[src/rtl/qedmma_bank_stream_merger_if.sv]
// qedmma_bank_stream_merger_if: per-bank input streams
// and the merged output stream of the bank merger.
interface qedmma_bank_stream_merger_if #(
  parameter int NUM_BANKS = 8,
  parameter int DATA_W    = 64
);
  localparam int TID_W = (NUM_BANKS > 1) ? $clog2(NUM_BANKS) : 1;

  logic [NUM_BANKS*DATA_W-1:0] s_tdata;
  logic [NUM_BANKS-1:0]        s_tvalid;
  logic [NUM_BANKS-1:0]        s_tlast;
  logic [NUM_BANKS-1:0]        s_tready;
  logic [DATA_W-1:0]           m_tdata;
  logic                        m_tvalid;
  logic                        m_tlast;
  logic [TID_W-1:0]            m_tid;
  logic                        m_tuser;
  logic                        m_tready;

  modport master (
    input  s_tdata, s_tvalid, s_tlast, m_tready,
    output s_tready, m_tdata, m_tvalid, m_tlast, m_tid, m_tuser
  );

  modport slave (
    output s_tdata, s_tvalid, s_tlast, m_tready,
    input  s_tready, m_tdata, m_tvalid, m_tlast, m_tid, m_tuser
  );
endinterface

[src/rtl/qedmma_bank_stream_merger.sv]
// qedmma_bank_stream_merger: packet round-robin merge of bank
// dump streams with stall abort, plus a global peak search.
module qedmma_bank_stream_merger #(
  parameter int NUM_BANKS   = 8,
  parameter int DATA_W      = 64,
  parameter int MAG_W       = 48,
  parameter int LANE_W      = 9,
  parameter int TIMEOUT_CYC = 1024,
  localparam int TID_W = (NUM_BANKS > 1) ? $clog2(NUM_BANKS) : 1
) (
  input  logic                        clk_fast,
  input  logic                        rst_n,
  qedmma_bank_stream_merger_if.master axis,
  input  logic [NUM_BANKS-1:0]        cfg_bank_enable,
  input  logic                        cfg_clear,
  input  logic [NUM_BANKS*MAG_W-1:0]  bank_peak_mag,
  input  logic [NUM_BANKS*LANE_W-1:0] bank_peak_lane,
  input  logic [NUM_BANKS-1:0]        bank_peak_stb,
  output logic [MAG_W-1:0]            global_peak_mag,
  output logic [TID_W+LANE_W-1:0]     global_peak_lane,
  output logic                        global_peak_valid,
  output logic [31:0]                 status_pkt_count,
  output logic [NUM_BANKS-1:0]        status_timeout
);
  localparam int CNT_W = $clog2(TIMEOUT_CYC);

  typedef enum logic [1:0] {IDLE, PASS, ABORT} state_t;

  state_t             state;
  logic [TID_W-1:0]   grant;
  logic [TID_W-1:0]   rr_ptr;
  logic [TID_W-1:0]   grant_inc;
  logic [TID_W-1:0]   pick;
  logic               pick_ok;
  logic [CNT_W-1:0]   idle_cnt;
  logic               out_free;
  logic               xfer;
  logic               s_last;
  logic [DATA_W-1:0]  s_data;
  logic               timeout_hit;
  int                 idx;

  assign out_free  = !axis.m_tvalid || axis.m_tready;
  assign s_data    = axis.s_tdata[int'(grant)*DATA_W +: DATA_W];
  assign s_last    = axis.s_tlast[grant];
  assign xfer      = (state == PASS) && axis.s_tvalid[grant]
                     && out_free;
  assign grant_inc = (int'(grant) == NUM_BANKS-1) ? '0
                     : grant + 1'b1;
  assign timeout_hit = (state == PASS) && !axis.s_tvalid[grant]
                       && (idle_cnt == CNT_W'(TIMEOUT_CYC-1));

  // Descending scan so the lowest offset from rr_ptr wins.
  always_comb begin
    pick    = '0;
    pick_ok = 1'b0;
    idx     = 0;
    for (int i = NUM_BANKS-1; i >= 0; i--) begin
      idx = int'(rr_ptr) + i;
      if (idx >= NUM_BANKS) idx = idx - NUM_BANKS;
      if (axis.s_tvalid[idx] && cfg_bank_enable[idx]) begin
        pick    = TID_W'(idx);
        pick_ok = 1'b1;
      end
    end
  end

  always_comb begin
    for (int b = 0; b < NUM_BANKS; b++)
      axis.s_tready[b] = !cfg_bank_enable[b];
    if (state == PASS) axis.s_tready[grant] = out_free;
  end

  always_ff @(posedge clk_fast or negedge rst_n) begin
    if (!rst_n) begin
      state         <= IDLE;
      grant         <= '0;
      rr_ptr        <= '0;
      idle_cnt      <= '0;
      axis.m_tdata  <= '0;
      axis.m_tvalid <= 1'b0;
      axis.m_tlast  <= 1'b0;
      axis.m_tid    <= '0;
      axis.m_tuser  <= 1'b0;
    end else begin
      if (axis.m_tready) axis.m_tvalid <= 1'b0;
      unique case (state)
        IDLE: begin
          idle_cnt <= '0;
          if (pick_ok) begin
            grant <= pick;
            state <= PASS;
          end
        end
        PASS: begin
          if (xfer) begin
            axis.m_tvalid <= 1'b1;
            axis.m_tdata  <= s_data;
            axis.m_tlast  <= s_last;
            axis.m_tuser  <= 1'b0;
            axis.m_tid    <= grant;
            idle_cnt      <= '0;
            if (s_last) begin
              rr_ptr <= grant_inc;
              state  <= IDLE;
            end
          end else if (timeout_hit) begin
            state <= ABORT;
          end else if (!axis.s_tvalid[grant]) begin
            idle_cnt <= idle_cnt + 1'b1;
          end else begin
            idle_cnt <= '0;
          end
        end
        ABORT: begin
          if (out_free) begin
            axis.m_tvalid <= 1'b1;
            axis.m_tdata  <= '0;
            axis.m_tlast  <= 1'b1;
            axis.m_tuser  <= 1'b1;
            axis.m_tid    <= grant;
            rr_ptr        <= grant_inc;
            state         <= IDLE;
          end
        end
        default: state <= IDLE;
      endcase
    end
  end

  always_ff @(posedge clk_fast or negedge rst_n) begin
    if (!rst_n) begin
      status_pkt_count <= '0;
      status_timeout   <= '0;
    end else if (cfg_clear) begin
      status_pkt_count <= '0;
      status_timeout   <= '0;
    end else begin
      if (xfer && s_last)
        status_pkt_count <= status_pkt_count + 1'b1;
      if (timeout_hit) status_timeout[grant] <= 1'b1;
    end
  end

  logic [MAG_W-1:0]     cap_mag  [NUM_BANKS];
  logic [LANE_W-1:0]    cap_lane [NUM_BANKS];
  logic [MAG_W-1:0]     snap_mag [NUM_BANKS];
  logic [LANE_W-1:0]    snap_lane[NUM_BANKS];
  logic [NUM_BANKS-1:0] fresh;
  logic [NUM_BANKS-1:0] snap_en;
  logic                 busy;
  logic [TID_W:0]       scan_idx;
  logic [TID_W-1:0]     sidx;
  logic                 best_ok;
  logic [MAG_W-1:0]     best_mag;
  logic [LANE_W-1:0]    best_lane;
  logic [TID_W-1:0]     best_bank;
  logic                 launch;

  assign sidx   = scan_idx[TID_W-1:0];
  assign launch = !busy && (|cfg_bank_enable)
                  && ((fresh & cfg_bank_enable) == cfg_bank_enable);

  always_ff @(posedge clk_fast or negedge rst_n) begin
    if (!rst_n) begin
      for (int b = 0; b < NUM_BANKS; b++) begin
        cap_mag[b]   <= '0;
        cap_lane[b]  <= '0;
        snap_mag[b]  <= '0;
        snap_lane[b] <= '0;
      end
      fresh             <= '0;
      snap_en           <= '0;
      busy              <= 1'b0;
      scan_idx          <= '0;
      best_ok           <= 1'b0;
      best_mag          <= '0;
      best_lane         <= '0;
      best_bank         <= '0;
      global_peak_mag   <= '0;
      global_peak_lane  <= '0;
      global_peak_valid <= 1'b0;
    end else begin
      global_peak_valid <= 1'b0;
      for (int b = 0; b < NUM_BANKS; b++) begin
        if (bank_peak_stb[b]) begin
          cap_mag[b]  <= bank_peak_mag[b*MAG_W +: MAG_W];
          cap_lane[b] <= bank_peak_lane[b*LANE_W +: LANE_W];
        end
      end
      if (cfg_clear) begin
        fresh            <= '0;
        busy             <= 1'b0;
        global_peak_mag  <= '0;
        global_peak_lane <= '0;
      end else begin
        fresh <= (launch ? '0 : fresh) | bank_peak_stb;
        if (launch) begin
          snap_mag  <= cap_mag;
          snap_lane <= cap_lane;
          snap_en   <= cfg_bank_enable;
          busy      <= 1'b1;
          scan_idx  <= '0;
          best_ok   <= 1'b0;
          best_mag  <= '0;
          best_lane <= '0;
          best_bank <= '0;
        end else if (busy) begin
          if (int'(scan_idx) == NUM_BANKS) begin
            busy              <= 1'b0;
            global_peak_valid <= 1'b1;
            global_peak_mag   <= best_mag;
            global_peak_lane  <= {best_bank, best_lane};
          end else begin
            // Strict compare keeps the lowest index on ties.
            if (snap_en[sidx] &&
                (!best_ok || snap_mag[sidx] > best_mag)) begin
              best_ok   <= 1'b1;
              best_mag  <= snap_mag[sidx];
              best_lane <= snap_lane[sidx];
              best_bank <= sidx;
            end
            scan_idx <= scan_idx + 1'b1;
          end
        end
      end
    end
  end
endmodule

[src/flat_wrapper.sv]
// flat-port wrapper written by rule: the top's interface ports become plain ports
module qedmma_bank_stream_merger_flat 
#(
  parameter int NUM_BANKS   = 8,
  parameter int DATA_W      = 64,
  parameter int MAG_W       = 48,
  parameter int LANE_W      = 9,
  parameter int TIMEOUT_CYC = 1024,
  localparam int TID_W = (NUM_BANKS > 1) ? $clog2(NUM_BANKS) : 1
)
  (clk_fast, rst_n, cfg_bank_enable, cfg_clear, bank_peak_mag, bank_peak_lane, bank_peak_stb, global_peak_mag, global_peak_lane, global_peak_valid, status_pkt_count, status_timeout, axis_s_tdata, axis_s_tvalid, axis_s_tlast, axis_m_tready, axis_s_tready, axis_m_tdata, axis_m_tvalid, axis_m_tlast, axis_m_tid, axis_m_tuser);
  qedmma_bank_stream_merger_if #(.NUM_BANKS(NUM_BANKS), .DATA_W(DATA_W)) axis_i ();
  input  logic clk_fast;
  input  logic rst_n;
  input  logic [NUM_BANKS-1:0] cfg_bank_enable;
  input  logic cfg_clear;
  input  logic [NUM_BANKS*MAG_W-1:0] bank_peak_mag;
  input  logic [NUM_BANKS*LANE_W-1:0] bank_peak_lane;
  input  logic [NUM_BANKS-1:0] bank_peak_stb;
  output logic [MAG_W-1:0] global_peak_mag;
  output logic [TID_W+LANE_W-1:0] global_peak_lane;
  output logic global_peak_valid;
  output logic [31:0] status_pkt_count;
  output logic [NUM_BANKS-1:0] status_timeout;
  input wire logic [$bits(axis_i.s_tdata)-1:0] axis_s_tdata;
  input wire logic [$bits(axis_i.s_tvalid)-1:0] axis_s_tvalid;
  input wire logic [$bits(axis_i.s_tlast)-1:0] axis_s_tlast;
  input wire logic [$bits(axis_i.m_tready)-1:0] axis_m_tready;
  output wire logic [$bits(axis_i.s_tready)-1:0] axis_s_tready;
  output wire logic [$bits(axis_i.m_tdata)-1:0] axis_m_tdata;
  output wire logic [$bits(axis_i.m_tvalid)-1:0] axis_m_tvalid;
  output wire logic [$bits(axis_i.m_tlast)-1:0] axis_m_tlast;
  output wire logic [$bits(axis_i.m_tid)-1:0] axis_m_tid;
  output wire logic [$bits(axis_i.m_tuser)-1:0] axis_m_tuser;
  assign axis_i.s_tdata = axis_s_tdata;
  assign axis_i.s_tvalid = axis_s_tvalid;
  assign axis_i.s_tlast = axis_s_tlast;
  assign axis_i.m_tready = axis_m_tready;
  assign axis_s_tready = axis_i.s_tready;
  assign axis_m_tdata = axis_i.m_tdata;
  assign axis_m_tvalid = axis_i.m_tvalid;
  assign axis_m_tlast = axis_i.m_tlast;
  assign axis_m_tid = axis_i.m_tid;
  assign axis_m_tuser = axis_i.m_tuser;
  qedmma_bank_stream_merger #(.NUM_BANKS(NUM_BANKS), .DATA_W(DATA_W), .MAG_W(MAG_W), .LANE_W(LANE_W), .TIMEOUT_CYC(TIMEOUT_CYC)) u_core (.clk_fast(clk_fast), .rst_n(rst_n), .axis(axis_i), .cfg_bank_enable(cfg_bank_enable), .cfg_clear(cfg_clear), .bank_peak_mag(bank_peak_mag), .bank_peak_lane(bank_peak_lane), .bank_peak_stb(bank_peak_stb), .global_peak_mag(global_peak_mag), .global_peak_lane(global_peak_lane), .global_peak_valid(global_peak_valid), .status_pkt_count(status_pkt_count), .status_timeout(status_timeout));
endmodule
[config.mk]
export PLATFORM = sky130hd
export DESIGN_NAME = qedmma_bank_stream_merger_flat
export DESIGN_NICKNAME = d
export VERILOG_FILES = /design/src/rtl/qedmma_bank_stream_merger_if.sv /design/src/rtl/qedmma_bank_stream_merger.sv /design/src/flat_wrapper.sv
export SDC_FILE = /design/constraint.sdc
export NUM_CORES = 2
export LEC_CHECK = 0
export CORE_AREA = 3 3 454 456
export CTS_CLUSTER_SIZE = 28
export DETAILED_ROUTE_END_ITERATION = 16
export DIE_AREA = 0 0 457 459
export PLACE_DENSITY = 0.51
export SLEW_MARGIN = 10
export SYNTH_ARGS = -nofsm -noshare
export SYNTH_HDL_FRONTEND = slang
export SYNTH_SLANG_ARGS = --single-unit
[constraint.sdc]
create_clock -name clk_fast -period 9.4 [get_ports clk_fast]
set_input_delay 2.35 -clock clk_fast [delete_from_list [all_inputs] [get_ports clk_fast]]
set_output_delay 2.35 -clock clk_fast [all_outputs]
set_load 0.005 [all_outputs]
[Word-level counts from Yosys, hierarchy flattened]
Index checks and enable logic that the tools add are counted.
Cells by class
  add/sub/neg operators: 19
  magnitude comparators: 21
  eq/ne operators: 15
  shift-type cells: 1
  muxes and demuxes: 159
  bitwise logic cells: 5
  reductions and logical operators: 50
Operators with widths (number)
  $shiftx 512x10->64: 1
  $mux 48: 10
  $mux 32: 10
  $lt 32x5->1 const B: 8
  $ge 32x5->1 const B: 7
  $sub 32x5->32 const B: 7
  $bmux 48 s3: 1
  $mux 64: 2
  $pmux 64 s2: 1
  $mux 1: 62
  $bmux 1 s3: 19
  $mux 3: 18
  $mux 9: 6
  $gt 48x48->1: 1
  $mux 12: 4
  $mux 8: 5
  $add 32x1->32 const B: 1
  $mux 10: 3
  $bmux 9 s3: 1
  $pmux 10 s2: 1
  $logic_and 1x1->1: 17
  $add 3x3->4 const B: 4
  $or 8x8->8: 2
  $reduce_bool 2->1: 8
  other kinds (38): 71
Storage, ports and cells
  register bits after elaboration: 1183
  bits of input ports: 1004

[Depth between registers and ports, before layout]
  word-level depth: 17
  gate-level depth with buffers: 14

[Worst setup path before layout]
Ideal clock, no wire load.
  kind: input-to-output
  start point: input port axis_m_tready
  end point: output port axis_s_tready[0]
  arrival: 2.835 ns
  slack: 4.215 ns
  stages: 3
  path through: nor2b_1 buf_1 a31oi_1
Between the ends
  word-level cells in the longest chain between the ends: 3
Ends and longest elaborated chain
  start, declared: line flat_wrapper.sv:28  | input wire logic [$bits(axis_i.m_tready)-1:0] axis_m_tready;
  $logic_or 1x1->1: line qedmma_bank_stream_merger.sv:43  | assign out_free = !axis.m_tvalid || axis.m_tready;
  $bwmux 8: line qedmma_bank_stream_merger.sv:71  | if (state == PASS) axis.s_tready[grant] = out_free;
  $mux 8: line qedmma_bank_stream_merger.sv:71
  end, declared: line flat_wrapper.sv:29  | output wire logic [$bits(axis_i.s_tready)-1:0] axis_s_tready;
No other way between the ends.

[Final worst setup path]
  start point: input port axis_m_tready
  end point: output port axis_s_tready[5]
Same word-level chain as after synthesis.

==> key figures <==
Pwr
  – Comb pwr share: 0.345
  – Clock Power Share: 0.295
  – Leak: 0.0320 µW
  – Sw Share: 0.352
  – P per Cell Area: 263 nW/µm²
  – Int Power: 12400 µW
  – Psw: 6750 µW
  – Worst vdd ir: 0.213 mV
  – Register share of total power: 0.360

STA
  – Final Hold Fails: 0
  – Crit path time final: 7.00 ns
  – Setup ws final: 2.40 ns
  – Final worst-path cycle share: 0.745
  – Worst-Margin Slew: 1.25 ns
  – Max-slew headroom: 0.166
  – RSZ-0062 raised after global routing: false
  – # setup viols final: 0
  – Setup TNS: 0 ns
  – Fmax: 0.143 GHz
  – Worst Clk Skew: 0.0349 ns
  – Max-slew violation count: 0

Setup path
  – Endpoint class of the critical path: primary output
  – Flop2flop setup slack: 3.66 ns
  – Critical path's slowest cell: clkdlybuf4s50_1
  – CP max stage delay: 0.77 ns
  – R2r endpoint: u_core.best_mag[45]$_DFFE_PN0P_
  – CP Class: input pin to primary output
  – WP buf/inv: 3
  – CP Data Required Time: 7.05 ns
  – Most used cell along the critical path: clkdlybuf4s50_1
  – CP delay by family, top: buffers and inverters
  – Critical path startpoint category: input pin
  – Crit path DAT: 4.65 ns
  – Worst path cell trace: clkdlybuf4s50_1 > nor2b_1 > buf_4 > a31oi_1 > clkdlybuf4s50_1
  – Max FO, Critical Path: 10
  – R2R depth: 12
  – Worst reg2reg startpoint: u_core.scan_idx[0]$_DFFE_PN0P_

CTS
  – Sinks on Clock Net: 1183
  – CTS tree: built
  – Number of buffers created by CTS: 143
  – Clock slew seen by the registers of the worst setup and hold paths: 0.06 ns
  – Post-CTS sizing: 0
  – Clk_lat worst skew: 0.81 ns
  – Root buffer cell: clkbuf_16
  – Htree depth: 4
  – Postcts setup bufs: 0
  – Max Root-Sink Buffers: 3
  – Hold buffer count at CTS: 0

Final layout
  – Final #Nets: 6965
  – Filler cells: 20100
  – Fin area: 72800 µm²
  – Commonest cells after routing, fill and taps aside: nand2_1 (1577), dfrtp_1 (1181), clkdlybuf4s50_1 (1172)
  – Final Util: 0.360
  – Area Growth Syn to Fin: 36.8%
  – Commonest non-fill, non-tap cell in the layout: nand2_1
  – Share of cells above drive strength 1: 0.170
  – Finished Layout Cells: 8718

Synth
  – Compound-gate portion of the synthesized area: 0.0695
  – Post-Synth Simple-Gate Area: 0.144
  – Netlist cell types: 66
  – FF+latch count, synth: 1183
  – Mux share of post-synthesis cell area: 0.181
  – Synth Flop Type: dfrtp_1
  – Mapped Area: 53200 µm²
  – Average size of a mapped cell: 11.1 µm²
  – Synth Area in Adders: 0.0139
  – Sequential area share after synthesis: 0.556
  – Largest family of logic cells by synthesized area: multiplexers
  – XOR/XNOR Fraction of Synth Area: 0.00625
  – Mapped Nets: 5878
  – Fraction of registers with async set/reset: 1.00
  – Yosys warns: 0
  – Cells after Synth: 4815
  – EDFF count, synth: 0

Min path
  – Hold Path Class: flop to flop
  – Hold Path Origin: u_core.cap_mag[238]$_DFFE_PN0P_
  – Hold Path Stages: 2
  – Endpoint, Worst Hold: u_core.snap_mag[238]$_DFFE_PN0P_

Die
  – Core outline area: 202000 µm²
  – Die H: 459 µm
  – Die area: 210000 µm²
  – Die width: 457 µm
  – Initial Util: 0.263
  – Ports: 1183
  – Row count: 165

Place
  – DP Area: 67900 µm²
  – GPL Wtd Cong: 0.915
  – Pre-CTS setup slack: 2.19 ns
  – IO buf count: 1182
  – HPWL Detailed: 185 mm
  – Post-Place Cells: 8428

Route
  – Drt via density: 4.80
  – Iter 0 DRT Violations: 3248
  – Routed WL: 248 mm
  – DRT antenna net count: 0
  – Drt drc: 0
  – WL/cell: 28.4 µm
  – TritonRoute pass-1 iters: 5
  – Vias: 41900

Global routing
  – Largest net degree at the start of global routing: 213
  – Initial antenna violation count: 65
  – Gr usage total: 0.231
  – First-pass GRT wire length: 344 mm
  – GRT Residual Overflow: 0
  – Vias in the first global route: 43400

Run status
  – Run status: complete, no violations

Flow run
  – Maxcap violations: 0
worst reg2reg max path, stage by stage, from the launching register on:
cell	delay, ns
dfrtp_4	0.83
buf_12	0.40
buf_4	0.73
mux4_2	0.70
mux2_2	0.33
ha_1	0.31
nand2_1	0.07
nor3_1	0.35
nand3_1	0.35
a31oi_1	0.68
o31ai_4	0.18
buf_4	0.29
mux2_1	0.39
cell type report:
cell class                      count  area [µm²]  area share
Inverter                           73         277     0.00380
Multi-Input combinational cell   3251       22200       0.304
Timing Repair Buffer             1250       12500       0.172
Antenna cell                       27        67.6    0.000928
Tap cell                         2672        3340      0.0459
Clock buffer                      213        4180      0.0574
Sequential cell                  1183       29600       0.407
Clock inverter                     49         663     0.00911
sequential cells by signal, summed over array words and instances, names as in the netlist, 4 cells and up:
register	flops
u_core.axis.m_tdata	64
u_core.best_lane	9
u_core.best_mag	48
u_core.cap_lane	72
u_core.cap_mag	384
u_core.fresh	8
u_core.global_peak_lane	12
u_core.global_peak_mag	48
u_core.idle_cnt	10
u_core.scan_idx	4
u_core.snap_en	8
u_core.snap_lane	72
u_core.snap_mag	384
u_core.status_pkt_count	32
u_core.status_timeout	8
cell families (layout without fill, tap and decap cells):
| logic type | after synthesis | count (layout) |
|---|---|---|
| xor+xnor | 38 | 38 |
| mux | 728 | 728 |
| fa+ha+maj | 59 | 59 |
| buf+inv | 381 | 1585 |
| simple gates | 1904 | 1904 |
| flops | 1183 | 1183 |
| other cells | 0 | 27 |
| compound gates | 522 | 522 |
synthesized netlist by cell type, drive strengths merged (4+ instances only):
master | count | area share
xor2 | 28 | 0.0046
a22o | 64 | 0.011
and4 | 5 | 0.00082
nand2 | 1578 | 0.11
ha | 59 | 0.014
and2 | 11 | 0.0013
o22ai | 4 | 0.00047
a21o | 16 | 0.0023
clkbuf | 184 | 0.014
nor4 | 10 | 0.0017
nor2 | 128 | 0.0090
a21oi | 108 | 0.010
mux2i | 41 | 0.0077
nand2b | 4 | 0.00047
dfrtp | 1183 | 0.56
and3 | 14 | 0.0017
nor3 | 7 | 0.00066
xnor2 | 10 | 0.0016
buf | 124 | 0.011
nand3 | 37 | 0.0036
or2 | 5 | 0.00059
a22oi | 256 | 0.036
mux4 | 130 | 0.055
o21ai | 34 | 0.0032
inv | 72 | 0.0051
or3 | 5 | 0.00059
mux2 | 557 | 0.12
a31oi | 9 | 0.0011
a211oi | 5 | 0.00071
nand4 | 85 | 0.010
o211ai | 9 | 0.0015
power by group through the flow:
| stage | Clock, µW | Sequential, µW | Combinational [µW] |
|---|---|---|---|
| 3_3_place_gp | 0 | 6950 | 6680 |
| 4_1_cts | 5810 | 6910 | 6740 |
| 6_report | 5650 | 6910 | 6620 |
| 5_1_grt | 6020 | 7040 | 7180 |
| 3_5_place_dp | 0 | 6990 | 6710 |
| 2_1_floorplan | 0 | 6720 | 3910 |
metal layers:
| layer | GRT usage | share of wire | up-vias |
|---|---|---|---|
| li1 | - | - | 18800 |
| met1 | 0.262 | 0.38 | 21300 |
| met2 | 0.411 | 0.51 | 1337 |
| met3 | 0.0497 | 0.055 | 363 |
| met4 | 0.110 | 0.051 | 22 |
| met5 | 0 | 0.00057 | - |
stage by stage:
step	hold WS [ns]	power, µW
2_1_floorplan	0.435	10600
3_3_place_gp	0.442	13600
3_5_place_dp	0.446	13700
4_1_cts	0.446	19500
5_1_grt	0.473	20200
6_report	0.443	19200
how the worst max path moves through the flow:
stage | startpoint | endpoint | slack [ns] | cells past startpoint
3_5_place_dp | axis_m_tready | axis_s_tready[0] | 2.19 | 5
2_1_floorplan | axis_m_tready | axis_s_tready[0] | 4.21 | 3
3_3_place_gp | axis_m_tready | axis_s_tready[0] | 2.13 | 5
6_report | axis_m_tready | axis_s_tready[5] | 2.40 | 5
4_1_cts | axis_m_tready | axis_s_tready[0] | 2.18 | 5
5_1_grt | axis_m_tready | axis_s_tready[5] | 2.11 | 5
Note: power is estimated with default switching activity, not from simulation.
